--- config.mk ---
export PLATFORM = sky130hd
export DESIGN_NAME = relay_station_credit
export DESIGN_NICKNAME = d
export VERILOG_FILES = /design/src/rtl/relay_station_pkg.sv /design/src/rtl/relay_fifo_fwft.sv /design/src/rtl/relay_station_credit.sv
export SDC_FILE = /design/constraint.sdc
export NUM_CORES = 1
export LEC_CHECK = 0
export ABC_AREA = 0
export BUFFER_PORTS_ARGS = -buffer_cell sky130_fd_sc_hd__buf_2
export CORE_ASPECT_RATIO = 0.7
export CORE_MARGIN = 2
export CORE_UTILIZATION = 55
export CTS_CLUSTER_SIZE = 10
export DETAILED_ROUTE_END_ITERATION = 16
export GPL_TIMING_DRIVEN = 0
export PLACE_DENSITY = 0.73
export SLEW_MARGIN = 20
export SYNTH_ARGS = -nofsm -noshare
export SYNTH_HDL_FRONTEND = slang
export SYNTH_SLANG_ARGS = --single-unit
export TNS_END_PERCENT = 100
--- constraint.sdc ---
create_clock -name clk -period 7.2 [get_ports clk]
set_clock_uncertainty 0.15 [all_clocks]
set_input_delay 0.36 -clock clk [delete_from_list [all_inputs] [get_ports clk]]
set_output_delay 0.36 -clock clk [all_outputs]
set_load 0.01 [all_outputs]
--- src/rtl/relay_station_pkg.sv ---
// Shared definitions for the credit-based relay station.
//   calc_fifo_depth : receive FIFO depth = slack + round-trip cover
//   calc_credit_w   : counter width able to hold 0..FIFO_DEPTH
//   credit_op_e     : per-cycle action applied to the sender credit counter
package relay_station_pkg;

  // Round trip is LEVEL forward stages + LEVEL return stages, plus one cycle
  // each for the FIFO push register and the credit counter register.
  function automatic int calc_fifo_depth(input int depth, input int level);
    return depth + 2 * level + 2;
  endfunction

  function automatic int calc_credit_w(input int fifo_depth);
    return $clog2(fifo_depth + 1);
  endfunction

  typedef enum logic [1:0] {
    CREDIT_HOLD   = 2'd0,
    CREDIT_TAKE   = 2'd1,
    CREDIT_RETURN = 2'd2
  } credit_op_e;

endpackage

--- src/rtl/relay_fifo_fwft.sv ---
// First-word-fall-through receive FIFO for the relay station.
// Ports:
//   clk, reset              clock, synchronous active-high reset
//   if_write_ce, if_write   push request (both must be high)
//   if_din                  push payload
//   if_empty_n              head word valid on if_dout
//   if_read_ce, if_read     pop request (both must be high, ignored when empty)
//   if_dout                 registered head-of-FIFO payload
//   overflow                sticky: push arrived while full with no same-cycle pop
module relay_fifo_fwft #(
  parameter int DATA_WIDTH = 32,
  parameter int FIFO_DEPTH = 8
) (
  input  logic                  clk,
  input  logic                  reset,
  input  logic                  if_write_ce,
  input  logic                  if_write,
  input  logic [DATA_WIDTH-1:0] if_din,
  output logic                  if_empty_n,
  input  logic                  if_read_ce,
  input  logic                  if_read,
  output logic [DATA_WIDTH-1:0] if_dout,
  output logic                  overflow
);

  localparam int AW = (FIFO_DEPTH > 1) ? $clog2(FIFO_DEPTH) : 1;
  localparam int CW = $clog2(FIFO_DEPTH + 1);

  logic [DATA_WIDTH-1:0] mem [FIFO_DEPTH];
  logic [AW-1:0]         wr_ptr_reg, rd_ptr_reg;
  logic [AW-1:0]         wr_ptr_inc, rd_ptr_inc;
  logic [CW-1:0]         count_reg, count_next;
  logic [DATA_WIDTH-1:0] head_reg, head_next;
  logic                  overflow_reg;
  logic                  push_req, push, pop, full;

  // Depth need not be a power of two, so pointers wrap explicitly.
  assign wr_ptr_inc = (wr_ptr_reg == AW'(FIFO_DEPTH - 1)) ? '0 : wr_ptr_reg + 1'b1;
  assign rd_ptr_inc = (rd_ptr_reg == AW'(FIFO_DEPTH - 1)) ? '0 : rd_ptr_reg + 1'b1;

  assign full     = (count_reg == CW'(FIFO_DEPTH));
  assign push_req = if_write & if_write_ce;
  assign pop      = if_read & if_read_ce & (count_reg != '0);
  // A pop frees the slot in the same cycle, so push at full is legal with pop.
  assign push     = push_req & (~full | pop);

  always_comb begin
    count_next = count_reg;
    case ({push, pop})
      2'b10:   count_next = count_reg + 1'b1;
      2'b01:   count_next = count_reg - 1'b1;
      default: count_next = count_reg;
    endcase
  end

  // head_reg always mirrors mem[rd_ptr_reg]; it is refreshed one cycle early
  // so the next head is already on if_dout when the pointer moves.
  always_comb begin
    head_next = head_reg;
    if (push && ((count_reg == '0) || (pop && (count_reg == CW'(1))))) begin
      head_next = if_din;
    end else if (pop && (count_reg > CW'(1))) begin
      head_next = mem[rd_ptr_inc];
    end
  end

  always_ff @(posedge clk) begin
    if (push) begin
      mem[wr_ptr_reg] <= if_din;
    end
  end

  always_ff @(posedge clk) begin
    if (reset) begin
      wr_ptr_reg   <= '0;
      rd_ptr_reg   <= '0;
      count_reg    <= '0;
      head_reg     <= '0;
      overflow_reg <= 1'b0;
    end else begin
      if (push) wr_ptr_reg <= wr_ptr_inc;
      if (pop)  rd_ptr_reg <= rd_ptr_inc;
      count_reg <= count_next;
      head_reg  <= head_next;
      if (push_req && full && !pop) overflow_reg <= 1'b1;
    end
  end

  assign if_empty_n = (count_reg != '0);
  assign if_dout    = head_reg;
  assign overflow   = overflow_reg;

endmodule

--- src/rtl/relay_station_credit.sv ---
// Credit-based relay station: a sender-side credit counter, LEVEL register
// stages forward (payload) and LEVEL stages back (credits), and a FWFT
// receive FIFO sized to cover the full credit round trip plus DEPTH slack.
// Ports:
//   clk, reset               clock, synchronous active-high reset
//   if_full_n                write side: credit available
//   if_write_ce, if_write    write qualifier / request
//   if_din                   write payload
//   if_empty_n               read side: word valid on if_dout
//   if_read_ce, if_read      read qualifier / request
//   if_dout                  head-of-FIFO payload
//   credit_cnt               current sender credit count
//   err_overflow             sticky receive-FIFO overflow flag
module relay_station_credit
  import relay_station_pkg::*;
#(
  parameter  int DATA_WIDTH = 32,
  parameter  int DEPTH      = 2,
  parameter  int LEVEL      = 2,
  localparam int FIFO_DEPTH = calc_fifo_depth(DEPTH, LEVEL),
  localparam int CREDIT_W   = calc_credit_w(FIFO_DEPTH)
) (
  input  logic                  clk,
  input  logic                  reset,
  output logic                  if_full_n,
  input  logic                  if_write_ce,
  input  logic                  if_write,
  input  logic [DATA_WIDTH-1:0] if_din,
  output logic                  if_empty_n,
  input  logic                  if_read_ce,
  input  logic                  if_read,
  output logic [DATA_WIDTH-1:0] if_dout,
  output logic [CREDIT_W-1:0]   credit_cnt,
  output logic                  err_overflow
);

  logic                  accept, pop;
  logic                  push, credit_ret;
  logic [DATA_WIDTH-1:0] push_data;
  logic [CREDIT_W-1:0]   credit_reg, credit_next;
  logic                  full_n_reg;
  credit_op_e            credit_op;

  assign accept = if_write & if_write_ce & full_n_reg;
  assign pop    = if_read & if_read_ce & if_empty_n;

  // Forward {valid,data} and return credit pipelines.
  if (LEVEL == 0) begin : g_comb
    assign push       = accept;
    assign push_data  = if_din;
    assign credit_ret = pop;
  end else begin : g_pipe
    logic                  fwd_valid_reg [LEVEL];
    logic [DATA_WIDTH-1:0] fwd_data_reg  [LEVEL];
    logic                  ret_valid_reg [LEVEL];

    for (genvar gi = 0; gi < LEVEL; gi++) begin : g_stage
      if (gi == 0) begin : g_first
        always_ff @(posedge clk) begin
          if (reset) begin
            fwd_valid_reg[gi] <= 1'b0;
            ret_valid_reg[gi] <= 1'b0;
          end else begin
            fwd_valid_reg[gi] <= accept;
            ret_valid_reg[gi] <= pop;
          end
          fwd_data_reg[gi] <= if_din;
        end
      end else begin : g_next
        always_ff @(posedge clk) begin
          if (reset) begin
            fwd_valid_reg[gi] <= 1'b0;
            ret_valid_reg[gi] <= 1'b0;
          end else begin
            fwd_valid_reg[gi] <= fwd_valid_reg[gi-1];
            ret_valid_reg[gi] <= ret_valid_reg[gi-1];
          end
          fwd_data_reg[gi] <= fwd_data_reg[gi-1];
        end
      end
    end

    assign push       = fwd_valid_reg[LEVEL-1];
    assign push_data  = fwd_data_reg[LEVEL-1];
    assign credit_ret = ret_valid_reg[LEVEL-1];
  end

  // Simultaneous take and return cancel out. The bounds guards keep the
  // counter inside 0..FIFO_DEPTH even if the return path misbehaves.
  always_comb begin
    credit_op = CREDIT_HOLD;
    if (accept && !credit_ret) begin
      credit_op = CREDIT_TAKE;
    end else if (credit_ret && !accept) begin
      credit_op = CREDIT_RETURN;
    end
    credit_next = credit_reg;
    case (credit_op)
      CREDIT_TAKE: begin
        if (credit_reg != '0) credit_next = credit_reg - 1'b1;
      end
      CREDIT_RETURN: begin
        if (credit_reg != CREDIT_W'(FIFO_DEPTH)) credit_next = credit_reg + 1'b1;
      end
      default: credit_next = credit_reg;
    endcase
  end

  always_ff @(posedge clk) begin
    if (reset) begin
      credit_reg <= CREDIT_W'(FIFO_DEPTH);
      full_n_reg <= 1'b1;
    end else begin
      credit_reg <= credit_next;
      full_n_reg <= (credit_next != '0);
    end
  end

  relay_fifo_fwft #(
    .DATA_WIDTH (DATA_WIDTH),
    .FIFO_DEPTH (FIFO_DEPTH)
  ) u_fifo (
    .clk         (clk),
    .reset       (reset),
    .if_write_ce (1'b1),
    .if_write    (push),
    .if_din      (push_data),
    .if_empty_n  (if_empty_n),
    .if_read_ce  (if_read_ce),
    .if_read     (if_read),
    .if_dout     (if_dout),
    .overflow    (err_overflow)
  );

  assign if_full_n  = full_n_reg;
  assign credit_cnt = credit_reg;

endmodule

==> results.toml, run 1 <==
[status]
status = "finished clean"

[sta]
drv_slew = 0
worstMarginPinSlew_ns = 0.869
rsz0062_at_grt = "no"
slew_headroom_pct = 42.1
min_period_over_period_pct = 44.8
fmax_ghz = 0.310
hold_violations = 0
setup_viol = 0
min_period_ns = 3.23

[logic_synthesis]
yosys_most_used_dff = "edfxtp_1"
synth_edf_count = 256
synth.net_count = 954
yosysTopAreaCellShare_pct = 56.6
ys_seq_area_share_pct = 73.7
syn_inst = 903
yosysUniqueCellTypes = 53
avgSynthCellArea_sq_um = 15.0
synth_area_leader_cell = "edfxtp_1"
ys_warn_count = 0
syn_area_sq_um = 13600
synth.area.top_cells = "edfxtp_1 (57%), dfxtp_1 (17%), mux2i_1 (6.9%)"
synth-seq-cells = 372
synthArstFlopShare_pct = 0

[drt]
vias = 8517
post_drt_wl_per_cell_um = 22.2
drt_iter0_drc = 778
first_pass_iters = 5
wirelength_um = 32000
via_per_inst = 5.90
postRouteAntennaNets = 0
drcViolationCount = 0

[critical_path]
critPathLaunch = "u_fifo.count_reg[0]"
r2r_setup_slack_ns = 3.97
crit_fanout = 9
reg2regPathDepth = 9
crit_path_end_kind = "flip-flop"
critical_path_class = "flip-flop to flip-flop"
required_ns = 7.30
start_kind = "flip-flop"
r2r_end = "u_fifo.mem[2][15]"
r2r-start = "u_fifo.count_reg[0]"
cp.arrival_ns = 3.33
cp-endpoint = "u_fifo.mem[2][15]"

[clocking]
path_clk_slew_ns = 0.05
htree_levels = 2
cts_root_buf = "clkbuf_16"
clkSinkCount = 372
post-cts-setup-buffers = 0
worstSkewPairLatency_ns = 0.55
numCtsBuffers = 43
cts_resized = 0
clockBufferDepth = 3
cts_tree = "built"

[run]
cap_violations = 0

[placement]
placed_cell_area_sq_um = 14700
place_hpwl_um = 20100
gp_congestion = 0.805
portBuffers = 75

[power]
peakVddDrop_mv = 0.205
clockPowerShare_pct = 43.5
power.density_nw_per_um2 = 276
seqPwrFrac_pct = 52.3
p_switching_mw = 0.966
finalPower_mw = 4.50
leakage_nw = 5.71
netSwitchingFraction_pct = 21.5
p_int_mw = 3.53
combPwrFrac_pct = 4.2

[global_routing]
grt_use_total_pct = 25.2
grt_overflow = 0
grt_pass1_wl_um = 48400
grt_max_degree = 20
antenna_found_initial = 1
grt_pass1_vias = 8336

[floorplanning]
start_util_pct = 55.6
die_area_sq_um = 26000
die_h_um = 135
row_count = 48
num_io_pins = 77
die_x_um = 192
core-area_sq_um = 24400

[cells_and_area]
layout-drive-gt1-share_pct = 17.4
largest_register_ffs = 256
nets = 1135
diodes = 0
nFillCells = 1725
syn2layout_area_growth_pct = 19.8
design_area_sq_um = 16300

[hold_path]
hp-class = "input pin to flip-flop"
hold_depth = 3
worst max-delay path, cell delays in order, from the launching register on:
cell	delay (ns)
dfxtp_1	0.42
inv_1	0.11
ha_1	0.27
and4b_1	0.26
nand2b_1	0.17
clkbuf_1	0.26
nor3_2	0.66
buf_6	0.24
buf_4	0.21
buf_6	0.17
logic make-up (layout without fill, tap and decap cells):
family	count (synthesis)	in the layout	synth area share, %
DFF	372	372	73.7
AOI/OAI and AO/OA	177	177	9.12
buffers and inverters	67	282	2.70
adders and majority gates	13	13	1.20
muxes	95	95	7.02
xor gates and xnor gates	3	3	0.194
and+or+nand+nor	176	176	6.06
placed cells by master (no fill, tap or decap), types with 6 or more instances in the layout:
cell type and n:
o21ai_0 21, buf_6 9, clkbuf_1 61, nor4_1 14, buf_2 91, a211oi_1 26
a21oi_1 36, nand3_1 19, a31oi_1 6, nand2_1 41, ha_1 13, clkbuf_16 43
o221ai_1 17, buf_4 23, edfxtp_1 256, nor3_1 6, a221oi_1 30, dlygate4sd3_1 34
dfxtp_1 116, nor2_1 62, o22ai_1 18, nor2b_1 7, mux2i_1 93, inv_1 10
cell usage after synthesis, drive strengths merged (5+ instances only):
| cell type | number |
|---|---|
| a211oi | 26 |
| a21oi | 36 |
| a221oi | 30 |
| a31oi | 6 |
| buf | 27 |
| clkbuf | 29 |
| dfxtp | 116 |
| edfxtp | 256 |
| ha | 13 |
| inv | 11 |
| mux2i | 93 |
| nand2 | 41 |
| nand2b | 5 |
| nand3 | 19 |
| nor2 | 67 |
| nor2b | 7 |
| nor3 | 10 |
| nor4 | 15 |
| o21ai | 22 |
| o221ai | 17 |
| o22ai | 18 |
how the worst min path moves through the flow:
| stage | slack, ns | endpoint | from |
|---|---|---|---|
| finish | 0.12 | credit_cnt[3] | reset |
| global route | 0.17 | g_pipe.fwd_data_reg[0][54] | g_pipe.fwd_data_reg[0][22] |
| CTS | 0.12 | credit_cnt[3] | reset |
| detailed placement | 0.16 | g_pipe.fwd_data_reg[0][37] | g_pipe.fwd_data_reg[0][5] |
| global placement | 0.16 | g_pipe.fwd_data_reg[0][49] | g_pipe.fwd_data_reg[0][17] |
| floorplan | 0.16 | g_pipe.fwd_data_reg[0][32] | g_pipe.fwd_data_reg[0][0] |
layout make-up:
class	count	area [sq um]	share of cell area, %
buffer	56	325	2.00
clock buffer	75	1200	7.35
clock inverter	4	57.6	0.354
inverter	11	41.3	0.254
multi-input combinational	464	3250	20.0
sequential	372	10000	61.5
tap	325	407	2.50
timing repair buffer	136	978	6.01
power groups by stage:
stage / Clock [mW] / Combinational [mW] / Sequential [mW]
floorplan: 0 / 0.104 / 2.39
global placement: 0 / 0.165 / 2.40
detailed placement: 0 / 0.171 / 2.40
CTS: 1.98 / 0.186 / 2.35
global route: 2.07 / 0.205 / 2.36
finish: 1.96 / 0.188 / 2.35
metrics by stage:
stage / TNS, ns / cells / util, % / hold WS, ns / worst slack, ns
2_1_floorplan: 0 / 903 / - / 0.160 / 2.23
3_3_place_gp: -32.42 / 1303 / 58.8 / 0.161 / -1.02
3_5_place_dp: 0 / 1330 / 60.0 / 0.162 / 4.00
4_1_cts: 0 / 1443 / 66.6 / 0.115 / 3.96
5_1_grt: 0 / 1443 / 66.6 / 0.171 / 3.82
6_report: 0 / 1443 / 66.6 / 0.118 / 3.97
per-layer routing:
| metal | GRT usage (%) | wire (um) | up-vias |
|---|---|---|---|
| li1 | - | - | 3848 |
| met4 | 8.59 | 847 | 2 |
| met5 | 0 | 11 | - |
| met2 | 36.8 | 13900 | 422 |
| met1 | 37.6 | 14200 | 4179 |
| met3 | 5.41 | 3030 | 66 |
what timing repair did:
item                                    in CTS  in global routing
hold buffers                                34                  0
hold endpoints to repair                    33                  0
endpoints found under the setup margin       0                  0
(Power assumes the default switching activity.)
==> run 2, diff against run 1 <==
- clock period: 7.2 -> 3.1 ns (I/O delays scaled with it)
==> results.toml, run 2 (synthesis gave the netlist of run 1 again) <==
[clocking]
clkSinkCount = 372
htree_levels = 2
numCtsBuffers = 43
worstSkewPairLatency_ns = 0.55
clockBufferDepth = 3
path_clk_slew_ns = 0.06
post-cts-setup-buffers = 0
cts_root_buf = "clkbuf_16"
cts_tree = "built"

[floorplanning]
core-area_sq_um = 24400
die_x_um = 192
row_count = 48
start_util_pct = 55.6
num_io_pins = 77
die_h_um = 135
die_area_sq_um = 26000

[drt]
wirelength_um = 31900
first_pass_iters = 5
drcViolationCount = 0
drt_iter0_drc = 887
via_per_inst = 5.92
post_drt_wl_per_cell_um = 22.2
vias = 8491
postRouteAntennaNets = 0

[cells_and_area]
diodes = 0
largest_register_ffs = 256
fin_cells = 1435
layout-drive-gt1-share_pct = 16.8
final_cell_mix = "edfxtp_1 (256), dfxtp_1 (116), mux2i_1 (93)"
final_common_cell = "edfxtp_1"
syn2layout_area_growth_pct = 20.3
nets = 1126
post-route-util_pct = 66.8
nFillCells = 1686
design_area_sq_um = 16300

[critical_path]
required_ns = 3.19
start_kind = "flip-flop"
cp.arrival_ns = 3.04
crit_fanout = 11
critical_path_class = "flip-flop to flip-flop"
crit_path_end_kind = "flip-flop"

[status]
status = "finished clean"

[placement]
placed_cell_area_sq_um = 14700
portBuffers = 75
gp_congestion = 0.834
place_hpwl_um = 19700
place_inst = 1320

[power]
netSwitchingFraction_pct = 21.3
combPwrFrac_pct = 4.2
seqPwrFrac_pct = 52.4
p_switching_mw = 2.23
p_int_mw = 8.21
power.density_nw_per_um2 = 639
peakVddDrop_mv = 0.463
leakage_nw = 5.68
clockPowerShare_pct = 43.4
finalPower_mw = 10.4

[run]
cap_violations = 0

[sta]
setup_viol = 0
drv_slew = 0
min_period_over_period_pct = 95.3
slew_headroom_pct = 41.7
worstMarginPinSlew_ns = 0.875
rsz0062_at_grt = "no"
fin_setup_tns_ns = 0
fmax_ghz = 0.339
hold_violations = 0
min_period_ns = 2.95

[global_routing]
antenna_found_initial = 0
grt_max_degree = 21
use_met1_pct = 37.2
met2_usage_pct = 37.0
grt_pass1_wl_um = 47700
grt.met3_usage_pct = 5.15
grt_use_total_pct = 25.0
grt_most_used_layer = "met1"
grt_pass1_vias = 8081
grt_overflow = 0

[hold_path]
hp-class = "input pin to flip-flop"
run 2: changes by cell type in the layout (fill, tap and decap cells not counted), moves of 3 or more:
cell | previous run | this run
buf_4 | 23 | 6
buf_8 | 2 | 10
nor3_2 | 4 | 0
nor3_4 | 0 | 4
buf_2 | 91 | 88
run 2: per-layer routing:
| metal | vias up | part of all wire (%) |
|---|---|---|
| met5 | - | 0 |
| met4 | 0 | 2.1 |
| met3 | 65 | 8.9 |
| met2 | 423 | 44 |
| met1 | 4170 | 45 |
| li1 | 3833 | - |
run 2: per-stage QoR:
stage | hold WS (ns) | worst slack (ns)
4_1_cts | 0.0274 | 0.105
6_report | 0.0608 | 0.147
2_1_floorplan | 0.0327 | -0.0888
3_5_place_dp | 0.109 | 0.126
5_1_grt | 0.0664 | 0.0204
3_3_place_gp | 0.107 | -1.54
run 2: worst paths after layout:
| path | depth (start not counted) | from | end | slack [ns] |
|---|---|---|---|---|
| setup reg to reg | 7 | u_fifo.count_reg[0] | u_fifo.mem[2][16] | 0.15 |
| setup / recovery | 7 | u_fifo.count_reg[0] | u_fifo.mem[2][16] | 0.15 |
| hold / removal | 4 | if_read_ce | g_pipe.ret_valid_reg[0] | 0.06 |
| hold reg to reg | 0 | g_pipe.fwd_data_reg[0][25] | g_pipe.fwd_data_reg[0][57] | 0.17 |
run 2: what timing repair did:
item,4_1_cts,5_1_grt
endpoints found under the hold margin,34,0
hold buffers,35,0
setup endpoints to repair,0,23
resized for setup,0,2
run 2: power by group through the flow:
stage                     Combinational [mW]  Clock [mW]  Sequential [mW]
after floorplan                        0.243           0             5.55
after global placement                 0.387           0             5.56
after detailed placement               0.399           0             5.57
after CTS                              0.436        4.58             5.47
after global routing                   0.479        4.80             5.47
final                                  0.443        4.52             5.47
run 2: cell type report:
type	count	area, sq um	area share [%]
sequential	372	10000	61.3
multi-input combinational	464	3290	20.1
clock buffer	76	1200	7.35
timing repair buffer	127	1000	6.15
tap	325	407	2.49
buffer	56	327	2.00
clock inverter	4	57.6	0.352
inverter	11	41.3	0.253
run 2: critical path, cell delays in order, from the launching register on:
cell and delay, ns:
dfxtp_1 0.44, inv_1 0.11, ha_1 0.27, and4b_1 0.25
nand2b_1 0.15, clkbuf_1 0.32, nor3_4 0.69, buf_8 0.26
==> run 3, diff against run 2 <==
==> constraint.sdc (replaced) <==
create_clock -name clk -period 3.1 [get_ports clk]
set_clock_uncertainty 0.15 [all_clocks]
set_input_delay 0.93 -clock clk [delete_from_list [all_inputs] [get_ports clk]]
set_output_delay 0.93 -clock clk [all_outputs]
set_load 0.01 [all_outputs]
==> results.toml, run 3 (synthesis gave the netlist of run 1 again) <==
[placement]
portBuffers = 75
place_ws_ns = -0.154
gp_congestion = 0.823
place_hpwl_um = 19500

[critical_path]
crit_path_end_kind = "flip-flop"
cp.arrival_ns = 3.03
start_kind = "flip-flop"
crit_fanout = 9
required_ns = 3.18
critical_path_class = "flip-flop to flip-flop"

[cells_and_area]
diodes = 0
largest_register_ffs = 256
final_common_cell = "edfxtp_1"
final_cell_mix = "edfxtp_1 (256), dfxtp_1 (116), mux2i_1 (93)"
syn2layout_area_growth_pct = 17.7
nets = 1089
layout-drive-gt1-share_pct = 17.5

[run]
cap_violations = 0

[sta]
hold_violations = 0
rsz0062_at_grt = "no"
drv_slew = 0
slew_headroom_pct = 40.6
setup_viol = 0
fmax_ghz = 0.339
finalWorstSetupSlack_ns = 0.154
worstMarginPinSlew_ns = 0.890
min_period_ns = 2.95
min_period_over_period_pct = 95.0
fin_setup_tns_ns = 0

[drt]
via_per_inst = 5.97
first_pass_iters = 5
vias = 8334
postRouteAntennaNets = 0
drcViolationCount = 0
post_drt_wl_per_cell_um = 22.6
drt_iter0_drc = 871
wirelength_um = 31500

[hold_path]
hp-class = "flip-flop to flip-flop"

[status]
status = "finished clean"

[clocking]
worstSkewPairLatency_ns = 0.55
cts_tree = "built"
clockBufferDepth = 3
htree_levels = 2
post-cts-setup-buffers = 0
cts_root_buf = "clkbuf_16"
clkSinkCount = 372
path_clk_slew_ns = 0.05
numCtsBuffers = 43

[power]
leakage_nw = 5.53
power.density_nw_per_um2 = 651
peakVddDrop_mv = 0.478
finalPower_mw = 10.4

[floorplanning]
die_x_um = 192
start_util_pct = 55.6
core-area_sq_um = 24400
die_h_um = 135
num_io_pins = 77
row_count = 48
die_area_sq_um = 26000

[global_routing]
grt_max_degree = 20
grt_pass1_wl_um = 47100
grt_pass1_vias = 7816
grt_overflow = 0
antenna_found_initial = 0
grt_use_total_pct = 24.6
==> run 3: area by class of cell <==
class	count	area [sq um]
inverter	11	41.3
fill	1686	8460
sequential	372	10000
clock inverter	4	63.8
tap	325	407
clock buffer	74	1190
multi-input combinational	464	3300
timing repair buffer	90	629
buffer	56	337
==> run 3: power breakdown <==
group	total [mW]	switching (mW)	internal [mW]	leakage, nW
combinational	0.409	0.252	0.157	1.67
clock	4.53	1.91	2.62	0.594
sequential	5.46	0.0784	5.39	3.26
==> run 3: what timing repair did <==
action | 4_1_cts | 5_1_grt
hold buffers | 0 | 0
gates resized for setup | 0 | 2
setup endpoints to repair | 0 | 4
==> run 3: final timing paths <==
check                              from                    endpoint  slack [ns]  cells past startpoint
max                 u_fifo.count_reg[0]           u_fifo.mem[0][26]        0.15                      8
min          g_pipe.fwd_data_reg[0][15]  g_pipe.fwd_data_reg[0][47]        0.16                      0
max reg2reg         u_fifo.count_reg[0]           u_fifo.mem[0][26]        0.15                      8
min reg2reg  g_pipe.fwd_data_reg[0][15]  g_pipe.fwd_data_reg[0][47]        0.16                      0
==> run 3: per-stage QoR <==
| step | std cells | util [%] | hold slack, ns | cell area, sq um |
|---|---|---|---|---|
| after floorplan | 903 | - | 0.160 | 13600 |
| after global placement | 1303 | 59.0 | 0.160 | 14400 |
| final | 1396 | 65.4 | 0.162 | 16000 |
| after global routing | 1396 | 65.4 | 0.168 | 16000 |
| after detailed placement | 1318 | 60.2 | 0.162 | 14700 |
| after CTS | 1396 | 65.4 | 0.167 | 16000 |
==> run 3: metal layers <==
metal	GRT usage [%]	wire (um)	vias to the layer above
li1	-	-	3764
met1	37.6	14100	4116
met5	0	0	-
met3	5.91	3190	45
met4	6.92	534	0
met2	35.4	13700	409
==> run 3: critical path: stages, from the launching register on <==
cell	delay, ns
dfxtp_1	0.42
inv_1	0.11
ha_1	0.26
and4b_1	0.27
nand2b_4	0.16
clkbuf_8	0.18
nor4_4	0.59
buf_6	0.26
buf_4	0.23
